$ cat config.mk
export PLATFORM = sky130hd
export DESIGN_NAME = hazard_ctrl
export DESIGN_NICKNAME = d
export VERILOG_FILES = /design/src/rtl/pipe_pkg.sv /design/src/rtl/hazard_busy_cnt.sv /design/src/rtl/hazard_ctrl.sv
export SDC_FILE = /design/constraint.sdc
export NUM_CORES = 1
export LEC_CHECK = 0
export ABC_AREA = 1
export BUFFER_PORTS_ARGS = -buffer_cell sky130_fd_sc_hd__buf_4
export CAP_MARGIN = 20
export CELL_PAD_IN_SITES_DETAIL_PLACEMENT = 2
export CELL_PAD_IN_SITES_GLOBAL_PLACEMENT = 2
export CORE_MARGIN = 2
export CORE_UTILIZATION = 22
export DETAILED_ROUTE_END_ITERATION = 10
export PLACE_DENSITY_LB_ADDON = 0.05
export SLEW_MARGIN = 15
export SYNTH_ARGS = -nofsm -noshare
export SYNTH_HDL_FRONTEND = slang
export SYNTH_SLANG_ARGS = --single-unit
$ cat constraint.sdc
create_clock -name clk -period 3 [get_ports clk]
set_input_delay 0.15 -clock clk [delete_from_list [all_inputs] [get_ports clk]]
set_output_delay 0.15 -clock clk [all_outputs]
set_load 0.02 [all_outputs]
$ cat src/rtl/pipe_pkg.sv
// Shared pipeline definitions: register-address width, hazard FSM states,
// busy-counter width and the NOP encoding loaded into flushed/bubbled stages.
package pipe_pkg;

  localparam int REG_AW = 4;
  localparam int CNT_W  = 4;

  // addi x0, x0, 0 -- the canonical NOP used by the IF/ID and ID/EX registers.
  localparam logic [31:0] NOP_INSTR = 32'h0000_0013;

  typedef enum logic [0:0] {
    RUN      = 1'b0,
    MUL_BUSY = 1'b1
  } hazard_state_t;

endpackage

$ cat src/rtl/hazard_busy_cnt.sv
// Down-counter tracking the remaining multiplier cycles; last flags the final busy cycle.
module hazard_busy_cnt
  import pipe_pkg::*;
(
  input  logic             clk,
  input  logic             rst_n,
  input  logic             load,
  input  logic [CNT_W-1:0] load_val,
  input  logic             dec,
  output logic             last
);

  logic [CNT_W-1:0] count_reg;

  always_ff @(posedge clk or negedge rst_n) begin
    if (!rst_n) begin
      count_reg <= '0;
    end else if (load) begin
      count_reg <= load_val;
    end else if (dec && (count_reg != '0)) begin
      count_reg <= count_reg - 1'b1;
    end
  end

  assign last = (count_reg == CNT_W'(1));

endmodule

$ cat src/rtl/hazard_ctrl.sv
// Pipeline hazard controller: load-use stall, taken-branch flush, multi-cycle multiply hold.
// Optional HAZARD_PERF_EN adds a saturating stall_cnt output counting pc_stall cycles.
module hazard_ctrl #(
  parameter int REG_AW     = pipe_pkg::REG_AW,
  parameter int MUL_CYCLES = 4
) (
  input  logic              clk,
  input  logic              rst_n,
  input  logic [REG_AW-1:0] id_rs,
  input  logic [REG_AW-1:0] id_rt,
  input  logic              id_uses_rs,
  input  logic              id_uses_rt,
  input  logic              id_is_mul,
  input  logic [REG_AW-1:0] ex_rd,
  input  logic              ex_mem_read,
  input  logic              ex_branch_taken,
  output logic              pc_stall,
  output logic              ifid_stall,
  output logic              idex_bubble,
  output logic              ifid_flush,
  output logic              ex_hold,
  output logic              mul_start,
  output logic              busy
`ifdef HAZARD_PERF_EN
  ,
  output logic [15:0]       stall_cnt
`endif
);

  pipe_pkg::hazard_state_t state_reg, state_next;

  logic lu;
  logic cnt_load, cnt_dec, cnt_last;
  logic pc_stall_c, ifid_stall_c, idex_bubble_c, ifid_flush_c;
  logic ex_hold_c, mul_start_c, busy_c;

  assign lu = ex_mem_read & ((id_uses_rs & (id_rs == ex_rd)) |
                             (id_uses_rt & (id_rt == ex_rd)));

  always_ff @(posedge clk or negedge rst_n) begin
    if (!rst_n) begin
      state_reg <= pipe_pkg::RUN;
    end else begin
      state_reg <= state_next;
    end
  end

  always_comb begin
    state_next    = state_reg;
    pc_stall_c    = 1'b0;
    ifid_stall_c  = 1'b0;
    idex_bubble_c = 1'b0;
    ifid_flush_c  = 1'b0;
    ex_hold_c     = 1'b0;
    mul_start_c   = 1'b0;
    busy_c        = 1'b0;
    cnt_load      = 1'b0;
    cnt_dec       = 1'b0;
    case (state_reg)
      pipe_pkg::RUN: begin
        if (ex_branch_taken) begin
          ifid_flush_c  = 1'b1;
          idex_bubble_c = 1'b1;
        end else if (lu) begin
          pc_stall_c    = 1'b1;
          ifid_stall_c  = 1'b1;
          idex_bubble_c = 1'b1;
        end else if (id_is_mul) begin
          mul_start_c = 1'b1;
          cnt_load    = 1'b1;
          state_next  = pipe_pkg::MUL_BUSY;
        end
      end
      pipe_pkg::MUL_BUSY: begin
        // EX-side inputs are frozen behind the multiplier, so they are not looked at here.
        pc_stall_c   = 1'b1;
        ifid_stall_c = 1'b1;
        ex_hold_c    = 1'b1;
        busy_c       = 1'b1;
        cnt_dec      = 1'b1;
        if (cnt_last) begin
          state_next = pipe_pkg::RUN;
        end
      end
      default: state_next = pipe_pkg::RUN;
    endcase
  end

  hazard_busy_cnt u_busy_cnt (
    .clk      (clk),
    .rst_n    (rst_n),
    .load     (cnt_load),
    .load_val (pipe_pkg::CNT_W'(MUL_CYCLES - 1)),
    .dec      (cnt_dec),
    .last     (cnt_last)
  );

  // Outputs are Mealy, so reset must gate them directly to force zeros immediately.
  assign pc_stall    = rst_n & pc_stall_c;
  assign ifid_stall  = rst_n & ifid_stall_c;
  assign idex_bubble = rst_n & idex_bubble_c;
  assign ifid_flush  = rst_n & ifid_flush_c;
  assign ex_hold     = rst_n & ex_hold_c;
  assign mul_start   = rst_n & mul_start_c;
  assign busy        = rst_n & busy_c;

`ifdef HAZARD_PERF_EN
  logic [15:0] stall_cnt_reg;

  always_ff @(posedge clk or negedge rst_n) begin
    if (!rst_n) begin
      stall_cnt_reg <= '0;
    end else if (pc_stall && (stall_cnt_reg != 16'hFFFF)) begin
      stall_cnt_reg <= stall_cnt_reg + 16'd1;
    end
  end

  assign stall_cnt = stall_cnt_reg;
`endif

endmodule
==> results.toml, run 1 <==
[run_status]
status = "completed"

[placement]
place_ws_ns = 1.58
dpl.hpwl_um = 1260
place_congestion = 0.774
postPlaceCellArea_um2 = 724
port_buffers = 25

[sta]
setup_violations = 0
skew_ns = 0.00442
finalMaxSlewViolations = 0
hold_viol_final = 0
whs_ns = 0.236
slew_headroom = 0.816
fmax_mhz = 651
rsz0062_at_grt = "no"
period_share = 0.512
period_minus_slack_ns = 1.54
tightestPinTransition_ns = 0.273
timing.setup.tns_ns = 0
setup_ws_ns = 1.46

[grt]
grt_pass1_wl_um = 2660
antenna_found_initial = 0
grt_max_degree = 10
globalRouteOverflowTotal = 0
track_usage = 0.131
grt_pass1_vias = 649

[worst_setup_path]
crit_required_ns = 2.85
endpoint_kind = "output pin"
path_common_cell = "buf_4"
rr_endpoint = "u_busy_cnt.count_reg[2]"
critPathSlowestCell = "dlygate4sd3_1"
reg2reg_slack_ns = 1.64
path_max_fanout = 9
critPathLaunchType = "input port"
critPathKind = "input port to output pin"
reg2regPathDepth = 7
crit_end = "ifid_stall"
rr_startpoint = "u_busy_cnt.count_reg[0]"
critPathMaxStageDelay_ns = 0.54
cp-startpoint = "rst_n"
arrival_ns = 1.39
crit_chain = "dlygate4sd3_1 -> buf_4 -> nand2_1 -> o21ai_0 -> buf_4"

[detailed_routing]
ant_nets = 0
drc = 0
wl_per_cell_um = 10.4
drtIter0Drc = 1
vias = 593
drt_wl_total_um = 1450
via_per_inst = 4.27
drt-pass1-iter-count = 3

[floorplan]
rows = 17
start_util = 0.234
die_height_um = 52.5
core_area_mm2 = 0.00221
die_x_um = 52.5
boundaryPins = 26
die_area_mm2 = 0.00275

[yosys]
ys_seq_elements = 5
syn_nets = 104
async_flop_share = 1.00
synthCells = 83
netlist_area_um2 = 517
synth_edf_count = 0
syn_area_per_cell_um2 = 6.23
ys.flop_type = "dfrtp_1"
ys_warn_count = 0
synth_cell_types = 18
ys_seq_area_frac = 0.242

[clock_tree]
cts_tree = "yes"
cts-resized-gates = 0
post_cts_buffers = 0
path_clk_slew_ns = 0.05
clock_tree.buffer_depth = 2
cts.htree.levels = 1
root_buffer = "clkbuf_4"
clock_latency_ns = 0.25
cts.sink_count = 5
cts_buffers = 3

[final_layout]
final_nets = 133
fillCellCount = 295
largest_reg_flops = 4
syn2layout_area_growth_pct = 47.2
layout-drive-gt1-share = 0.315
final_area_um2 = 761
num_antenna_cells = 0

[pwr]
irDropWorstVdd_mv = 0.278
power.density_mw_per_mm2 = 632
p_leak_nw = 0.450
p_total_uw = 481

[flow_run]
drv_cap = 0

[worst_hold_path]
hp-class = "input port to register"
[placed cells by master, fill, tap and decap left out]
cell type      synthesis  routed
dlygate4sd3_1          0       1
nor2_1                11      11
nand2_2                1       1
nand2_1               28      28
a31oi_4                1       1
clkbuf_4               0       3
inv_2                  1       1
nor2_2                 1       1
nand3_4                1       1
clkbuf_1               0       1
inv_1                 17      17
ha_1                   2       2
xor2_1                 2       2
o21ai_0                2       2
nand3_1                4       4
or2_2                  1       1
xnor2_1                2       2
nand3_2                1       1
dfrtp_1                5       5
buf_4                  2      25
a21oi_1                1       1
[worst min path at each step]
stage / slack [ns] / cells past startpoint / start / endpoint
after floorplan: -0.15 / 0 / rst_n / state_reg
after global placement: -0.02 / 1 / rst_n / u_busy_cnt.count_reg[3]
after detailed placement: -0.02 / 1 / rst_n / u_busy_cnt.count_reg[2]
after CTS: 0.24 / 4 / ex_mem_read / state_reg
after global routing: 0.26 / 4 / ex_mem_read / u_busy_cnt.count_reg[1]
final: 0.24 / 4 / ex_mem_read / state_reg
[worst max-delay path, delay by kind of cell]
kind	cells	cell delay, ns
compound gates	1	0.26
buf+inv	3	0.91
simple gates	1	0.06
[cells by family (layout without fill, tap and decap cells)]
kind of cell    after synthesis  in the layout  synth area share
simple gates                 48             48             0.412
buf+inv                      20             48             0.160
flops                         5              5             0.242
compound gates                4              4            0.0702
xor+xnor                      4              4            0.0678
fa+ha+maj                     2              2            0.0484
[stage by stage]
stage	std cells	utilization
4_1_cts	139	0.344
3_3_place_gp	134	0.327
5_1_grt	139	0.344
6_report	139	0.344
2_1_floorplan	83	-
3_5_place_dp	134	0.327
[routing by layer]
layer	global-route usage	wire length (µm)
met1	0.152	596
met5	0	0
met3	0.0457	102
met2	0.231	730
met4	0.0256	17
[synthesized netlist by cell type, types with 2 or more instances]
master / count / area [µm²]
buf_4: 2 / 15.0
dfrtp_1: 5 / 125
ha_1: 2 / 25.0
inv_1: 17 / 63.8
nand2_1: 28 / 105
nand3_1: 4 / 20.0
nor2_1: 11 / 41.3
o21ai_0: 2 / 10.0
xnor2_1: 2 / 17.5
xor2_1: 2 / 17.5
[final cells by class]
type,count,area [µm²],share of cell area
repair buffers,26,198,0.260
clock buffers,4,26.3,0.0345
multi-input cells,58,309,0.406
well taps,28,35.0,0.0461
flip-flops and latches,5,125,0.164
inverters,18,67.6,0.0888
[what timing repair did]
item / 4_1_cts / 5_1_grt
endpoints found under the setup margin: 0 / 0
hold buffers: 1 / 0
endpoints found under the hold margin: 5 / 0
[where the power goes]
group | internal (mW) | switching [mW] | leakage [nW]
combinational | 0.117 | 0.162 | 0.375
sequential | 0.0992 | 0.0191 | 0.0595
clock | 0.0506 | 0.0319 | 0.0150
Power figures use the tool's default switching activity.
==> run 2: changes to the inputs <==
--- a/config.mk
+++ b/config.mk
@@ -11,7 +11,7 @@
 export CELL_PAD_IN_SITES_DETAIL_PLACEMENT = 2
 export CELL_PAD_IN_SITES_GLOBAL_PLACEMENT = 2
 export CORE_MARGIN = 2
-export CORE_UTILIZATION = 22
+export CORE_UTILIZATION = 19
 export DETAILED_ROUTE_END_ITERATION = 10
 export PLACE_DENSITY_LB_ADDON = 0.05
 export SLEW_MARGIN = 15
==> constraint.sdc (replaced) <==
create_clock -name clk -period 1.4 [get_ports clk]
set_input_delay 0.07 -clock clk [delete_from_list [all_inputs] [get_ports clk]]
set_output_delay 0.07 -clock clk [all_outputs]
set_load 0.02 [all_outputs]
==> results.toml, run 2 (synthesis results as in run 1) <==
[worst_setup_path]
arrival_ns = 1.22
critPathSlowestCell = "dfrtp_1"
cp-startpoint = "state_reg"
path_buf_inv = 1
critPathTopFamily = "flip-flops"
path_max_fanout = 6
crit_chain = "nor2_2 -> nand3_4 -> nor2_1 -> buf_4"
critPathKind = "register to output pin"
crit_required_ns = 1.33
rr_startpoint = "u_busy_cnt.count_reg[0]"
critPathLaunchType = "register"
endpoint_kind = "output pin"
critPathMaxStageDelay_ns = 0.43

[pwr]
p_leak_nw = 0.448
power.density_mw_per_mm2 = 1370
irDropWorstVdd_mv = 0.551
p_total_mw = 1.05

[final_layout]
fillCellCount = 317
multi_input_area_um2 = 314
final-seq-area_um2 = 125
layout_common_cells = "28 x nand2_1, 25 x buf_4, 17 x inv_1"
layout-drive-gt1-share = 0.333
final_nets = 133
syn2layout_area_growth_pct = 48.7
largest_reg_flops = 4
layout_commonest_cell = "nand2_1"
num_antenna_cells = 0

[grt]
grt_pass1_vias = 611
track_usage = 0.103
grt_max_degree = 10
top_usage_layer = "met2"
globalRouteOverflowTotal = 0
use_met3 = 0.0140
antenna_found_initial = 0
grtUsageMet1 = 0.133
grt_pass1_wl_um = 2620
gr-usage-met2 = 0.178

[clock_tree]
cts.sink_count = 5
clock_tree.buffer_depth = 2
cts_buffers = 3
path_clk_slew_ns = 0.05
clock_latency_ns = 0.24
root_buffer = "clkbuf_4"
cts_tree = "yes"
cts.htree.levels = 1

[sta]
skew_ns = 0.00331
hold_viol_final = 0
slew_headroom = 0.859
period_minus_slack_ns = 1.29
finalMaxSlewViolations = 0
timing.setup.tns_ns = 0
setup_violations = 0
period_share = 0.924
tightestPinTransition_ns = 0.209
fmax_mhz = 773
rsz0062_at_grt = "no"

[detailed_routing]
wl_per_cell_um = 11.0
drt-pass1-iter-count = 4
drtIter0Drc = 11
via_per_inst = 4.14
drt_wl_total_um = 1550
ant_nets = 0
drc = 0
vias = 584

[placement]
dpl.hpwl_um = 1340
port_buffers = 25
place_congestion = 0.695

[floorplan]
die_height_um = 56.2
start_util = 0.205
die_area_mm2 = 0.00315
core_area_mm2 = 0.00252
die_x_um = 56.2
boundaryPins = 26
rows = 18

[worst_hold_path]
hp-class = "input port to asynchronous set/reset pin"

[run_status]
status = "completed"

[flow_run]
drv_cap = 0
## run 2: cell counts in the layout (fill, tap and decap cells not counted)
No cell type changed its count.
## run 2: layer usage
layer | part of all wire | vias up
li1 | - | 298
met4 | 0.0077 | 0
met2 | 0.47 | 15
met1 | 0.48 | 269
met5 | 0 | -
met3 | 0.041 | 2
## run 2: path summary, 6_finish.rpt
kind | cells after the start | slack (ns) | endpoint
setup / recovery | 4 | 0.11 | mul_start
hold / removal | 2 | 0.19 | u_busy_cnt.count_reg[3]
setup reg to reg | 7 | 0.13 | u_busy_cnt.count_reg[2]
hold reg to reg | 2 | 0.54 | u_busy_cnt.count_reg[1]
max in group asynchronous | 2 | 1.07 | state_reg
min in group clk | 4 | 0.19 | u_busy_cnt.count_reg[1]
## run 2: cell type report
class / instances / share of cell area
inverters: 18 / 0.0879
repair buffers: 26 / 0.257
clock buffers: 4 / 0.0342
flip-flops and latches: 5 / 0.163
multi-input cells: 58 / 0.409
well taps: 30 / 0.0489
## run 2: timing repair
action	in CTS	in global routing
hold buffers	1	0
setup buffers	0	0
endpoints found under the setup margin	0	4
resized for setup	0	3
hold endpoints to repair	5	0
## run 2: metrics by stage
stage	utilization	instances	area [µm²]	setup slack (ns)	hold slack, ns
2_1_floorplan	-	83	517	0.0277	-0.226
3_3_place_gp	0.288	136	727	0.0823	-0.103
3_5_place_dp	0.288	136	727	0.0162	-0.0989
4_1_cts	0.303	141	763	0.00813	0.180
5_1_grt	0.305	141	768	0.00872	0.212
6_report	0.305	141	768	0.106	0.187
## run 2: where the power goes
group          internal (mW)  switching (mW)
Sequential             0.212          0.0428
Clock                  0.108          0.0659
Combinational          0.256           0.365
==> run 3: changes to the inputs <==
--- a/config.mk
+++ b/config.mk
@@ -13,7 +13,7 @@
 export CORE_MARGIN = 2
 export CORE_UTILIZATION = 19
 export DETAILED_ROUTE_END_ITERATION = 10
-export PLACE_DENSITY_LB_ADDON = 0.05
+export PLACE_DENSITY = 0.71
 export SLEW_MARGIN = 15
 export SYNTH_ARGS = -nofsm -noshare
 export SYNTH_HDL_FRONTEND = slang
==> results.toml, run 3 (synthesis results as in run 1) <==
[run_status]
status = "completed"

[detailed_routing]
via_per_inst = 4.03
wl_per_cell_um = 10.4
drt-pass1-iter-count = 2
vias = 568
drt_wl_total_um = 1460
drtIter0Drc = 3
drc = 0
ant_nets = 0

[grt]
globalRouteOverflowTotal = 0
grt_pass1_vias = 635
antenna_found_initial = 0
track_usage = 0.103
grt_max_degree = 10
grt_pass1_wl_um = 2660

[clock_tree]
path_clk_slew_ns = 0.04
clock_latency_ns = 0.24
root_buffer = "clkbuf_4"
cts_buffers = 3
cts.sink_count = 5
clock_tree.buffer_depth = 2
post_cts_buffers = 0
cts_tree = "yes"
cts.htree.levels = 1

[sta]
timing.setup.tns_ns = 0
period_share = 0.922
period_minus_slack_ns = 1.29
skew_ns = 0.00377
slew_headroom = 0.860
fmax_mhz = 774
setup_violations = 0
rsz0062_at_grt = "no"
finalMaxSlewViolations = 0
tightestPinTransition_ns = 0.210
hold_viol_final = 0

[pwr]
clkPwrFrac = 0.155
p_switching_uw = 466
power.density_mw_per_mm2 = 1360
p_leak_nw = 0.448
sw_frac_of_total = 0.446
seq_power_share = 0.247
p_total_mw = 1.05
combPwrFrac = 0.598
p_int_uw = 579
irDropWorstVdd_mv = 0.792

[floorplan]
start_util = 0.205
core_area_mm2 = 0.00252
boundaryPins = 26
rows = 18
die_height_um = 56.2
die_x_um = 56.2
die_area_mm2 = 0.00315

[final_layout]
layout_commonest_cell = "nand2_1"
syn2layout_area_growth_pct = 48.7
layout_common_cells = "28 x nand2_1, 25 x buf_4, 17 x inv_1"
multi_input_area_um2 = 314
fillCellCount = 318
final_area_um2 = 768
layout-drive-gt1-share = 0.333
final_nets = 133
final-seq-area_um2 = 125
num_antenna_cells = 0
largest_reg_flops = 4

[placement]
dpl.hpwl_um = 1290
place_congestion = 0.772
postPlaceCellArea_um2 = 727
port_buffers = 25

[worst_setup_path]
reg2reg_slack_ns = 0.11
critPathKind = "register to register"
crit_chain = "inv_1 -> ha_2 -> a31oi_4 -> nand2_1 -> xor2_1 -> nand2_1 -> inv_1"
arrival_ns = 1.43
rr_endpoint = "u_busy_cnt.count_reg[2]"
critPathMaxStageDelay_ns = 0.35
rr_startpoint = "u_busy_cnt.count_reg[0]"
critPathSlowestCell = "dfrtp_1"
critPathLaunchType = "register"
reg2regPathDepth = 7
crit_required_ns = 1.53
endpoint_kind = "register"
path_max_fanout = 6

[worst_hold_path]
hp-class = "input port to asynchronous set/reset pin"

[flow_run]
drv_cap = 0
[run 3: cell counts in the layout (fill, tap and decap cells not counted)]
No cell type changed its count.
[run 3: what timing repair did]
action	in CTS	in global routing
hold buffers	1	0
hold endpoints to repair	5	0
setup endpoints to repair	0	5
resized for setup	0	3
[run 3: critical path: cells and delay by family, from the launching register on]
kind	cells	cell delay, ns
flip-flops	1	0.35
adder cells (fa/ha/maj)	1	0.22
AO/OA/AOI/OAI	1	0.20
AND/OR/NAND/NOR	2	0.16
XOR/XNOR	1	0.15
buffers and inverters	2	0.13
[run 3: metal layers]
layer	up-vias	wire [µm]	global-route usage
met5	-	0	0
li1	298	-	-
met4	0	0	0.0102
met3	0	71	0.0279
met1	257	615	0.115
met2	13	774	0.200
[run 3: final cells by class]
class | count | area share
clock buffer | 4 | 0.0342
inverter | 18 | 0.0879
multi-input combinational | 58 | 0.409
sequential | 5 | 0.163
tap | 30 | 0.0489
timing repair buffer | 26 | 0.257
[run 3: through the flow]
step | hold slack, ns | utilization | worst slack, ns | cells
after CTS | 0.178 | 0.303 | 0.00608 | 141
after detailed placement | -0.104 | 0.288 | 0.00692 | 136
after floorplan | -0.226 | - | 0.0277 | 83
after global routing | 0.187 | 0.305 | 0.00856 | 141
after global placement | -0.106 | 0.288 | 0.0895 | 136
final | 0.187 | 0.305 | 0.109 | 141
[run 3: power by group through the flow]
stage,sequential [mW],clock (mW),combinational (mW)
global placement,0.253,0,0.594
finish,0.258,0.162,0.625
global route,0.268,0.185,0.722
detailed placement,0.257,0,0.627
CTS,0.257,0.173,0.632
floorplan,0.246,0,0.445
[run 3: worst max-delay path by stage]
stage	slack [ns]	startpoint	end
after detailed placement	0.007	u_busy_cnt.count_reg[0]	u_busy_cnt.count_reg[2]
final	0.11	u_busy_cnt.count_reg[0]	u_busy_cnt.count_reg[2]
after floorplan	0.03	ex_rd[3]	pc_stall
after CTS	0.006	u_busy_cnt.count_reg[0]	u_busy_cnt.count_reg[2]
after global placement	0.09	u_busy_cnt.count_reg[0]	u_busy_cnt.count_reg[2]
after global routing	0.009	u_busy_cnt.count_reg[0]	u_busy_cnt.count_reg[2]
